`src/rtl/mealy_det_pkg.sv`:
```
// rtl/mealy_det_pkg.sv - shared states, defaults and masked compare for mealy_pattern_detector
package mealy_det_pkg;

    typedef enum logic [1:0] {
        S_IDLE = 2'b00,
        S_FILL = 2'b01,
        S_HUNT = 2'b10
    } det_state_e;

    localparam int DEF_MAX_LEN = 8;
    localparam int DEF_CNT_W   = 16;

    // Compares the low len bits of window and pattern; callers zero-extend to 32 bits.
    function automatic logic masked_eq(input logic [31:0] window,
                                       input logic [31:0] pat,
                                       input logic [5:0]  len);
        logic [31:0] mask;
        mask = (len >= 6'd32) ? 32'hFFFF_FFFF : ((32'd1 << len) - 32'd1);
        return ((window ^ pat) & mask) == 32'd0;
    endfunction

endpackage

```
`src/rtl/det_sat_counter.sv`:
```
// rtl/det_sat_counter.sv - saturating up-counter with synchronous active-low clear
module det_sat_counter #(
    parameter int CNT_W = 16
) (
    input  logic             clock,
    input  logic             clr_n,
    input  logic             inc,
    output logic [CNT_W-1:0] count
);

    logic [CNT_W-1:0] count_q;
    logic [CNT_W-1:0] count_d;

    always_comb begin
        count_d = count_q;
        if (inc && (count_q != {CNT_W{1'b1}})) begin
            count_d = count_q + CNT_W'(1);
        end
    end

    always_ff @(posedge clock) begin
        if (!clr_n) begin
            count_q <= '0;
        end else begin
            count_q <= count_d;
        end
    end

    assign count = count_q;

endmodule

```
`src/rtl/mealy_pattern_detector.sv`:
```
// rtl/mealy_pattern_detector.sv - programmable Mealy serial pattern detector; MEALY_DET_HOLD_EN adds y_hold/hold_clr
module mealy_pattern_detector
    import mealy_det_pkg::*;
#(
    parameter int MAX_LEN = DEF_MAX_LEN,
    parameter int CNT_W   = DEF_CNT_W,
    parameter int LEN_W   = $clog2(MAX_LEN + 1)
) (
    input  logic               clock,
    input  logic               reset,
    input  logic               x_in,
    input  logic               x_valid,
    input  logic               cfg_load,
    input  logic [MAX_LEN-1:0] cfg_pat,
    input  logic [LEN_W-1:0]   cfg_len,
    input  logic               cfg_overlap,
    output logic               y_out,
    output logic               armed,
    output logic [CNT_W-1:0]   match_count,
`ifdef MEALY_DET_HOLD_EN
    input  logic               hold_clr,
    output logic               y_hold,
`endif
    output logic               cfg_err
);

    localparam logic [LEN_W-1:0] ONE_L     = LEN_W'(1);
    localparam logic [LEN_W-1:0] MAX_LEN_L = LEN_W'(MAX_LEN);

    det_state_e         state_q, state_d;
    // The oldest history bit never reaches the compare window, so it is not stored.
    logic [MAX_LEN-2:0] hist_q, hist_d;
    logic [LEN_W-1:0]   fill_q, fill_d;
    logic [MAX_LEN-1:0] pat_q, pat_d;
    logic [LEN_W-1:0]   len_q, len_d;
    logic               ovl_q, ovl_d;
    logic               cfg_err_q;
    logic               armed_q;
    logic               cfg_legal;
    logic               hit;
    logic [MAX_LEN-1:0] window;

    assign cfg_legal = (cfg_len != '0) && (cfg_len <= MAX_LEN_L);
    assign window    = {hist_q, x_in};
    assign hit       = masked_eq(32'(window), 32'(pat_q), 6'(len_q));

    always_comb begin
        state_d = state_q;
        hist_d  = hist_q;
        fill_d  = fill_q;
        pat_d   = pat_q;
        len_d   = len_q;
        ovl_d   = ovl_q;
        y_out   = 1'b0;
        if (cfg_load) begin
            if (cfg_legal) begin
                pat_d   = cfg_pat;
                len_d   = cfg_len;
                ovl_d   = cfg_overlap;
                hist_d  = '0;
                fill_d  = '0;
                state_d = (cfg_len == ONE_L) ? S_HUNT : S_FILL;
            end
        end else if (x_valid) begin
            unique case (state_q)
                S_IDLE: ;
                S_FILL: begin
                    hist_d = {hist_q[MAX_LEN-3:0], x_in};
                    fill_d = fill_q + ONE_L;
                    if (fill_q + ONE_L == len_q - ONE_L) begin
                        state_d = S_HUNT;
                    end
                end
                S_HUNT: begin
                    y_out = hit;
                    if (hit && !ovl_q) begin
                        hist_d = '0;
                        fill_d = '0;
                        if (len_q != ONE_L) begin
                            state_d = S_FILL;
                        end
                    end else begin
                        hist_d = {hist_q[MAX_LEN-3:0], x_in};
                    end
                end
                default: state_d = S_IDLE;
            endcase
        end
    end

    always_ff @(posedge clock) begin
        if (!reset) begin
            state_q   <= S_IDLE;
            hist_q    <= '0;
            fill_q    <= '0;
            pat_q     <= '0;
            len_q     <= '0;
            ovl_q     <= 1'b0;
            cfg_err_q <= 1'b0;
            armed_q   <= 1'b0;
        end else begin
            state_q   <= state_d;
            hist_q    <= hist_d;
            fill_q    <= fill_d;
            pat_q     <= pat_d;
            len_q     <= len_d;
            ovl_q     <= ovl_d;
            cfg_err_q <= cfg_load && !cfg_legal;
            armed_q   <= (state_d == S_HUNT);
        end
    end

    det_sat_counter #(.CNT_W(CNT_W)) u_match_cnt (
        .clock (clock),
        .clr_n (reset),
        .inc   (y_out),
        .count (match_count)
    );

`ifdef MEALY_DET_HOLD_EN
    logic y_hold_q;

    always_ff @(posedge clock) begin
        if (!reset) begin
            y_hold_q <= 1'b0;
        end else if (y_out) begin
            y_hold_q <= 1'b1;
        end else if (hold_clr) begin
            y_hold_q <= 1'b0;
        end
    end

    assign y_hold = y_hold_q;
`endif

    assign armed   = armed_q;
    assign cfg_err = cfg_err_q;

endmodule
```
`config.mk`:
```
export PLATFORM = sky130hd
export DESIGN_NAME = mealy_pattern_detector
export DESIGN_NICKNAME = d
export VERILOG_FILES = /design/src/rtl/mealy_det_pkg.sv /design/src/rtl/det_sat_counter.sv /design/src/rtl/mealy_pattern_detector.sv
export SDC_FILE = /design/constraint.sdc
export NUM_CORES = 1
export LEC_CHECK = 0
export ABC_AREA = 0
export BUFFER_PORTS_ARGS = -buffer_cell sky130_fd_sc_hd__buf_2
export CAP_MARGIN = 10
export CORE_AREA = 2 2 80 82
export CTS_CLUSTER_DIAMETER = 60
export DETAILED_ROUTE_END_ITERATION = 12
export DIE_AREA = 0 0 82 84
export PLACE_DENSITY_LB_ADDON = 0.12
export SLEW_MARGIN = 20
export SYNTH_ARGS = -nofsm -noshare
export SYNTH_HDL_FRONTEND = slang
export SYNTH_HIERARCHICAL = 1
export SYNTH_SLANG_ARGS = --single-unit
```
`constraint.sdc`:
```
create_clock -name clock -period 4.6 [get_ports clock]
set_input_delay 0.69 -clock clock [delete_from_list [all_inputs] [get_ports clock]]
set_output_delay 0.69 -clock clock [all_outputs]
set_load 0.05 [all_outputs]
```
After elaboration in Yosys (flattened, before gate mapping). Cells that the tools add are included. W data, S select, Z words.

Input port bits: 18. Flip-flop bits (word level): 44. Output and inout bits: 19.

Eq/ne operators: 9. Bitwise logic cells: 2. Reductions and logical operators: 14. Shifts and indexed selects: 1. Magnitude comparators: 1. Multiplexer cells: 21. Add/subtract/negate cells: 4.

Operators with widths (count): $and A8 B32 Y32 (1); $logic_not A32 Y1 (1); $shl A1 B4 Y32 const A (1); $sub A32 B1 Y32 const B (1); $mux W7 (4); $add A16 B1 Y16 const B (1); $mux W4 (4); $ne A16 B16 Y1 const B (1); $mux W2 (7); $pmux W7 S2 (1); $pmux W4 S2 (1); $xor A8 B8 Y8 (1); $pmux W2 S3 (1); $add A4 B1 Y4 const B (1); $eq A2 B2 Y1 const B (2); $eq A4 B1 Y1 const B (1); $eq A4 B4 Y1 (1); $le A4 B4 Y1 const B (1); $logic_and A1 B1 Y1 (4); $ne A4 B1 Y1 const B (1); $reduce_and A4 Y1 (1); $reduce_bool A4 Y1 (1); $sub A4 B1 Y4 const B (1); $mux W1 (3); other kinds (9) (10).

Depth between registers and ports, before layout. Gate-level depths: netlist of the first run.

Depth after elaboration: 10. Mapped depth: 14. Depth with buffers taken out: 13.

Hierarchy. Netlist of the first run, hierarchy kept.

Modules (own cells, without submodules): mealy_pattern_detector (area an instance 1814.2 um^2, cells an instance 219, sequential area each 560.5 um^2, instances 1); det_sat_counter (area an instance 837.1 um^2, cells an instance 97, sequential area each 320.3 um^2, instances 1).

Worst setup path before layout of the first run. Ideal clock, no wire load.

Path kind: flip-flop to flip-flop. Start: register len_q[0]. End: register u_match_cnt.count_q[13] (netlist: u_match_cnt/count[13]). Cell stages (with the launch flop): 14. Path slack: 1.165 ns. Arrival time: 3.365 ns. Library setup time: 0.071 ns. Path through: dfxtp_1 inv_1 ha_1 buf_6 nor3b_1 inv_1 ha_1 nor4bb_1 a2111oi_0 nor4_1 and3_1 nand2_1 or4_1 a21oi_1.

Cells in the longest elaborated chain, start to end: 8.

Ends and longest elaborated chain: start, declared (RTL line mealy_pattern_detector.sv:35) `logic [LEN_W-1:0] len_q, len_d;`; start signal, assigned (RTL line mealy_pattern_detector.sv:106) `len_q <= len_d;`; $shl A1 B4 Y32 (RTL line mealy_det_pkg.sv:18) `mask = (len >= 6'd32) ? 32'hFFFF_FFFF : ((32'd1 << len) - 32'd1);`; $sub A32 B1 Y32 (RTL line mealy_det_pkg.sv:18); $and A8 B32 Y32 (RTL line mealy_det_pkg.sv:19) `return ((window ^ pat) & mask) == 32'd0;`; $logic_not A32 Y1 (RTL line mealy_det_pkg.sv:19); $mux W1 (RTL line mealy_pattern_detector.sv:65) `unique case (state_q)`; $mux W1 (RTL line mealy_pattern_detector.sv:64) `end else if (x_valid) begin`; $mux W1 (RTL line mealy_pattern_detector.sv:55) `if (cfg_load) begin`; net y_out (RTL line mealy_pattern_detector.sv:17) `output logic y_out,`; $logic_and A1 B1 Y1 (RTL line det_sat_counter.sv:16) `if (inc && (count_q != {CNT_W{1'b1}})) begin`; end signal, assigned (RTL line det_sat_counter.sv:25) `count_q <= count_d;`; end, declared (RTL line det_sat_counter.sv:11) `logic [CNT_W-1:0] count_q;`.

The timed path passes the listed nets, and every way through them passes these cells. A chain may end at the register's enable or synchronous reset.

Worst setup path after layout of the first run.
Start: register len_q[0]. End: output y_out.

Cells in the longest elaborated chain, start to end: 7.

Ends and longest elaborated chain (RTL line): $shl A1 B4 Y32 (mealy_det_pkg.sv:18); $sub A32 B1 Y32 (mealy_det_pkg.sv:18); $and A8 B32 Y32 (mealy_det_pkg.sv:19); $logic_not A32 Y1 (mealy_det_pkg.sv:19); $mux W1 (mealy_pattern_detector.sv:65); $mux W1 (mealy_pattern_detector.sv:64); $mux W1 (mealy_pattern_detector.sv:55); end, declared (mealy_pattern_detector.sv:17).

Every way passes these cells.

==> results of run 1 <==
## worst min-delay path, delay by kind of cell, from the launching register on
kind / cells / cell delay, ns
flops: 1 / 0.35
compound gates: 2 / 0.13
## layout make-up
| type | count | area (um2) | area share |
|---|---|---|---|
| clock buffer | 7 | 96.3 | 0.0321 |
| clock inverter | 1 | 30.0 | 0.0100 |
| inverter | 11 | 41.3 | 0.0138 |
| multi-input combinational | 250 | 1680 | 0.559 |
| sequential | 44 | 881 | 0.293 |
| tap | 77 | 96.3 | 0.0321 |
| timing repair buffer | 36 | 180 | 0.0600 |
## report_power, final
| part | total, uW | leakage (uW) | switching (uW) | internal (uW) |
|---|---|---|---|---|
| clock | 325 | 0.0000645 | 133 | 192 |
| sequential | 400 | 0.000357 | 10.1 | 389 |
| combinational | 112 | 0.000733 | 63.9 | 48.3 |
## metrics by stage
| stage | setup slack, ns | area [um2] | hold slack (ns) | utilization | instances |
|---|---|---|---|---|---|
| detailed placement | 1.17 | 2880 | 0.509 | 0.472 | 418 |
| global route | 0.518 | 3000 | 0.555 | 0.493 | 426 |
| CTS | 0.836 | 3000 | 0.528 | 0.493 | 426 |
| global placement | 1.24 | 2870 | 0.504 | 0.470 | 418 |
| finish | 0.855 | 3000 | 0.523 | 0.493 | 426 |
| floorplan | 1.16 | 2650 | 0.470 | - | 316 |
## metal layers
| layer | GRT usage | wire length, um |
|---|---|---|
| met1 | 0.271 | 3030 |
| met2 | 0.272 | 2510 |
| met3 | 0.0335 | 230 |
| met4 | 0.0379 | 42 |
| met5 | 0 | 0 |
## cell families (layout without fill, tap and decap cells)
logic type	count (synthesis)	in the layout	share of synthesized area
adder cells (fa/ha/maj)	8	8	0.0378
multiplexers	14	14	0.0529
AND/OR/NAND/NOR	130	130	0.285
buffers and inverters	22	55	0.0382
flip-flops	44	44	0.332
AO/OA/AOI/OAI	81	81	0.198
XOR/XNOR	17	17	0.0562
## sequential cells by signal (all words and copies together) (netlist names)
signal             count
len_q                  4
cfg_err                1
state_q                2
armed                  1
u_match_cnt/count     16
hist_q                 7
ovl_q                  1
pat_q                  8
fill_q                 4
## placed cells by master (no fill, tap or decap), types with 2 or more instances in the layout
cell / netlist / layout
nand2_1: 17 / 17
inv_1: 11 / 11
and3_1: 2 / 2
or3_1: 2 / 2
mux2i_1: 14 / 14
or4_1: 7 / 7
a31oi_1: 2 / 2
dfxtp_1: 44 / 44
nand2b_1: 8 / 8
a211oi_1: 2 / 2
o22ai_1: 2 / 2
a2111oi_0: 2 / 2
o21a_1: 3 / 3
a211o_1: 3 / 3
xor2_1: 4 / 4
nand3_1: 9 / 9
a21oi_1: 25 / 25
nor3_1: 8 / 8
and4_1: 4 / 4
xnor2_1: 13 / 13
nor3b_1: 2 / 2
o21ai_0: 20 / 20
nor2b_1: 16 / 16
o21bai_1: 2 / 2
nor4bb_1: 2 / 2
clkbuf_8: 0 / 7
o31ai_1: 8 / 8
nor2_1: 27 / 27
ha_1: 8 / 8
nand4_1: 3 / 3
and2_1: 9 / 9
o311ai_0: 3 / 3
nor4_1: 6 / 6
buf_2: 6 / 36
## worst min path at each step
| stage | from | end | slack (ns) | depth (start not counted) |
|---|---|---|---|---|
| floorplan | fill_q[0] | fill_q[0] | 0.47 | 1 |
| global placement | u_match_cnt/count[9] | u_match_cnt/count[9] | 0.50 | 2 |
| detailed placement | fill_q[0] | fill_q[0] | 0.51 | 1 |
| CTS | u_match_cnt/count[9] | u_match_cnt/count[9] | 0.53 | 2 |
| global route | u_match_cnt/count[9] | u_match_cnt/count[9] | 0.56 | 2 |
| finish | u_match_cnt/count[9] | u_match_cnt/count[9] | 0.52 | 2 |
==> flow_metrics.py, run 1 <==
metrics = {
    "clock_tree": {
        "clockBufferDepth": 2,
        "cts_setup_buffers": 0,
        "cts_tree": "done",
        "ctsRootBufferMaster": "clkbuf_8",
        "cts_resized": 0,
        "clock_latency_ns": 0.29,
        "htree_levels": 2,
        "cts_hold_buf": 0,
        "cts.sinks": 44,
        "cts_buffers": 5,
        "path_clk_slew_ns": 0.09,
    },
    "timing": {
        "report.final.hold_viol_count": 0,
        "relSlewSlack": 0.462,
        "slew_violations": 0,
        "fin_tns_setup_ns": 0,
        "fin_skew_ns": 0.00973,
        "finalWorstPathRequiredPeriod_ns": 3.75,
        "report.final.setup_viol": 0,
        "tightest_slew_ns": 0.802,
        "rsz0062_at_grt": "no",
        "fmax_mhz": 267,
        "timing.final.crit_share": 0.814,
    },
    "synth": {
        "syn_inst": 316,
        "yosysUniqueCellTypes": 53,
        "ys_seq_elements": 44,
        "synthArstFlopShare": 0,
        "netlist_top_cells_count": "44 x dfxtp_1, 27 x nor2_1, 25 x a21oi_1, 20 x o21ai_0, 17 x nand2_1",
        "synthFlopType": "dfxtp_1",
        "synth_most_common_cell": "dfxtp_1",
        "ys_top_cells_by_area": "dfxtp_1 33%, mux2i_1 5.3%, a21oi_1 4.7%",
        "synth_top_area_frac": 0.332,
        "syn_nets": 342,
        "yosysWarningCount": 6,
        "synth_area_um2": 2650,
        "synth-edff-count": 0,
        "yosysTopAreaCell": "dfxtp_1",
        "synth_seq_area_share": 0.332,
        "avgSynthCellArea_um2": 8.39,
    },
    "setup_path": {
        "path_delay_family": "simple AND/OR/NAND/NOR gates",
        "worstPathArrival_ns": 3.06,
        "crit_chain": "inv_1 > ha_1 > nor3b_1 > inv_1 > ha_1 > nor4bb_1 > a2111oi_0 > nor4_1 > and3_1 > buf_2",
        "cp.required_ns": 3.91,
        "rr_endpoint": "u_match_cnt/count[7]",
        "endpoint": "y_out",
        "cp_max_fo": 9,
        "cp_slowest_stage_delay_ns": 0.45,
        "r2r_setup_slack_ns": 1.14,
        "path_buf_inv": 3,
        "crit_cells": 10,
        "cp_slowest_cell": "dfxtp_1",
        "startpoint": "len_q[0]",
        "critPathCaptureType": "output port",
        "regToRegStartpoint": "len_q[0]",
        "startpoint_type": "flop",
        "reg2reg_depth": 12,
        "worstSetupPathType": "reg2out",
    },
    "routing": {
        "num_vias": 2326,
        "vias_per_cell": 5.46,
        "drt_iter0_drc": 102,
        "ant_nets": 0,
        "wire_per_inst_um": 13.7,
        "drt-pass1-iter-count": 6,
        "routed_wl_um": 5820,
        "route.detailed.drc": 0,
    },
    "floorplan": {
        "die_w_um": 82,
        "die-area_um2": 6890,
        "ios": 37,
        "fp.coreArea_um2": 6100,
        "num_rows": 29,
        "die_h_um": 84,
        "initial_core_util": 0.435,
    },
    "worst_hold_path": {
        "holdCritPathClass": "reg2reg",
    },
    "finish": {
        "n_antenna_cell": 0,
        "nFillCells": 614,
        "drive_gt1_frac": 0.152,
        "area_delta_synth_final_pct": 13.3,
        "fin_nets": 374,
    },
    "placement": {
        "port_buffers": 36,
        "finalWeightedCongestion": 0.826,
        "dp_hpwl_um": 4240,
    },
    "grt": {
        "first_global_vias": 2115,
        "grt_max_degree": 34,
        "antenna_found_initial": 0,
        "grt_pass1_wl_um": 10100,
        "grt_overflow": 0,
        "grt_use_total": 0.182,
    },
    "pwr": {
        "ir_drop_v": 0.000159,
        "powerDensity_nw_per_um2": 279,
        "leakagePower_uw": 0.00115,
        "total_power_uw": 837,
    },
    "flow_run": {
        "cap_violations": 0,
    },
    "outcome": {
        "status": "finished, final reports clean",
    },
}
No activity file was read; power rests on OpenSTA's default activity.
==> inputs of run 2 (changes only) <==
==> constraint.sdc (replaced) <==
create_clock -name clock -period 3.7 [get_ports clock]
set_input_delay 0.555 -clock clock [delete_from_list [all_inputs] [get_ports clock]]
set_output_delay 0.555 -clock clock [all_outputs]
set_load 0.05 [all_outputs]
==> run 2 against run 1 <==
  * Power increased by 24%
  * First-iteration DRC count unchanged
  * Final cell count increased by 0.47%
  * Count of clock-buffer cells in the layout decreased by 1
  * Design area increased by 1.5%
  * Worst hold slack got worse by 0.018 ns
  * Register-to-register slack got worse by 0.77 ns
==> flow_metrics.py, run 2 (synthesized netlist as in run 1, its figures left out) <==
metrics = {
    "routing": {
        "ant_nets": 0,
        "num_vias": 2412,
        "route.detailed.drc": 0,
        "routed_wl_um": 6050,
        "drt_iter0_drc": 102,
        "wire_per_inst_um": 14.1,
        "vias_per_cell": 5.64,
        "drt-pass1-iter-count": 4,
    },
    "clock_tree": {
        "htree_levels": 2,
        "clockBufferDepth": 2,
        "clock_latency_ns": 0.30,
        "cts_setup_buffers": 0,
        "cts_buffers": 5,
        "cts_tree": "done",
        "ctsRootBufferMaster": "clkbuf_8",
        "path_clk_slew_ns": 0.09,
        "cts.sinks": 44,
    },
    "setup_path": {
        "cp.required_ns": 3.14,
        "startpoint_type": "flop",
        "crit_chain": "inv_1 > ha_1 > and2_1 > inv_1 > ha_2 > nor4bb_4 > a2111oi_2 > nor4_1 > and3_2 > clkbuf_4",
        "cp_slowest_cell": "dfxtp_1",
        "worstSetupPathType": "reg2out",
        "regToRegStartpoint": "len_q[1]",
        "worstPathArrival_ns": 2.92,
        "critPathCaptureType": "output port",
        "cp_max_fo": 8,
        "cpMostUsedCell": "inv_1",
        "startpoint": "len_q[1]",
        "cp_slowest_stage_delay_ns": 0.42,
    },
    "timing": {
        "fin_skew_ns": 0.00546,
        "report.final.hold_viol_count": 0,
        "tightest_slew_ns": 0.771,
        "fmax_mhz": 288,
        "timing.final.crit_share": 0.939,
        "relSlewSlack": 0.482,
        "whs_ns": 0.505,
        "report.final.setup_viol": 0,
        "finalWorstPathRequiredPeriod_ns": 3.48,
        "slew_violations": 0,
        "fin_tns_setup_ns": 0,
        "rsz0062_at_grt": "no",
    },
    "grt": {
        "first_global_vias": 2226,
        "grt_overflow": 0,
        "grt_use_total": 0.186,
        "antenna_found_initial": 0,
        "grt_pass1_wl_um": 10300,
        "grt_max_degree": 34,
    },
    "outcome": {
        "status": "finished, final reports clean",
    },
    "placement": {
        "finalWeightedCongestion": 0.784,
        "dp_cells": 420,
        "dp_hpwl_um": 4340,
        "port_buffers": 36,
    },
    "finish": {
        "area_delta_synth_final_pct": 15.0,
        "final_cell_mix": "44 x dfxtp_1, 35 x buf_2, 27 x nor2_1",
        "n_antenna_cell": 0,
        "fin_nets": 376,
        "largest_reg_flops": 16,
        "final_common_cell": "dfxtp_1",
        "final_cells": 428,
        "fin_util": 0.500,
        "drive_gt1_frac": 0.174,
    },
    "pwr": {
        "powerDensity_nw_per_um2": 340,
        "total_power_uw": 1040,
        "leakagePower_uw": 0.00116,
        "ir_drop_v": 0.000167,
    },
    "floorplan": {
        "die_w_um": 82,
        "die-area_um2": 6890,
        "ios": 37,
        "die_h_um": 84,
        "initial_core_util": 0.435,
        "fp.coreArea_um2": 6100,
        "num_rows": 29,
    },
    "worst_hold_path": {
        "worstHoldStart": "cfg_pat[5]",
        "holdCritPathClass": "in2reg",
    },
    "flow_run": {
        "cap_violations": 0,
    },
}
==> run 2: cell types whose count changed in the layout (fill, tap and decap cells not counted), moves of 2 or more <==
cell and delta:
a2111oi_0 -2, a2111oi_2 +2, buf_4 +2, ha_2 +2, ha_1 -2
==> run 2: cell type report <==
| type | instances | area (um2) |
|---|---|---|
| fill | 621 | 3050 |
| timing repair buffer | 38 | 198 |
| inverter | 11 | 41.3 |
| clock inverter | 2 | 38.8 |
| sequential | 44 | 881 |
| tap | 77 | 96.3 |
| clock buffer | 6 | 82.6 |
| multi-input combinational | 250 | 1710 |
==> run 2: worst max-delay path, delay by kind of cell (launching register included) <==
family | cells | cell delay (ns)
fa+ha+maj | 2 | 0.51
buf+inv | 3 | 0.45
simple gates | 4 | 1.15
compound gates | 1 | 0.09
flops | 1 | 0.42
==> run 2: routing by layer <==
| metal | vias to the layer above | routed length, um | global-route usage |
|---|---|---|---|
| li1 | 1228 | - | - |
| met1 | 1139 | 2960 | 0.264 |
| met2 | 40 | 2810 | 0.290 |
| met3 | 5 | 236 | 0.0390 |
| met4 | 0 | 39 | 0.0333 |
| met5 | - | 0 | 0 |
==> run 2: stage by stage <==
stage | worst slack [ns] | cell area, um2
3_3_place_gp | 0.444 | 2880
6_report | 0.224 | 3050
5_1_grt | 0.00791 | 3050
2_1_floorplan | 0.265 | 2650
4_1_cts | 0.00504 | 3000
3_5_place_dp | 0.216 | 2880
==> run 2: worst paths after layout <==
kind	end	slack [ns]	cells after the start
setup / recovery	y_out	0.22	10
hold / removal	pat_q[5]	0.51	3
setup reg to reg	u_match_cnt/count[13]	0.37	12
hold reg to reg	u_match_cnt/count[9]	0.52	2
==> run 2: where the power goes <==
group	internal, uW	total, uW	switching [uW]
clock network	221	395	174
registers	484	495	10.5
logic	63.9	148	84.3
==> run 2: repair_timing <==
item                                    in CTS  in global routing
hold endpoints to repair                     0                  0
resized for setup                            0                 10
hold buffers                                 0                  0
endpoints found under the setup margin       0                 12
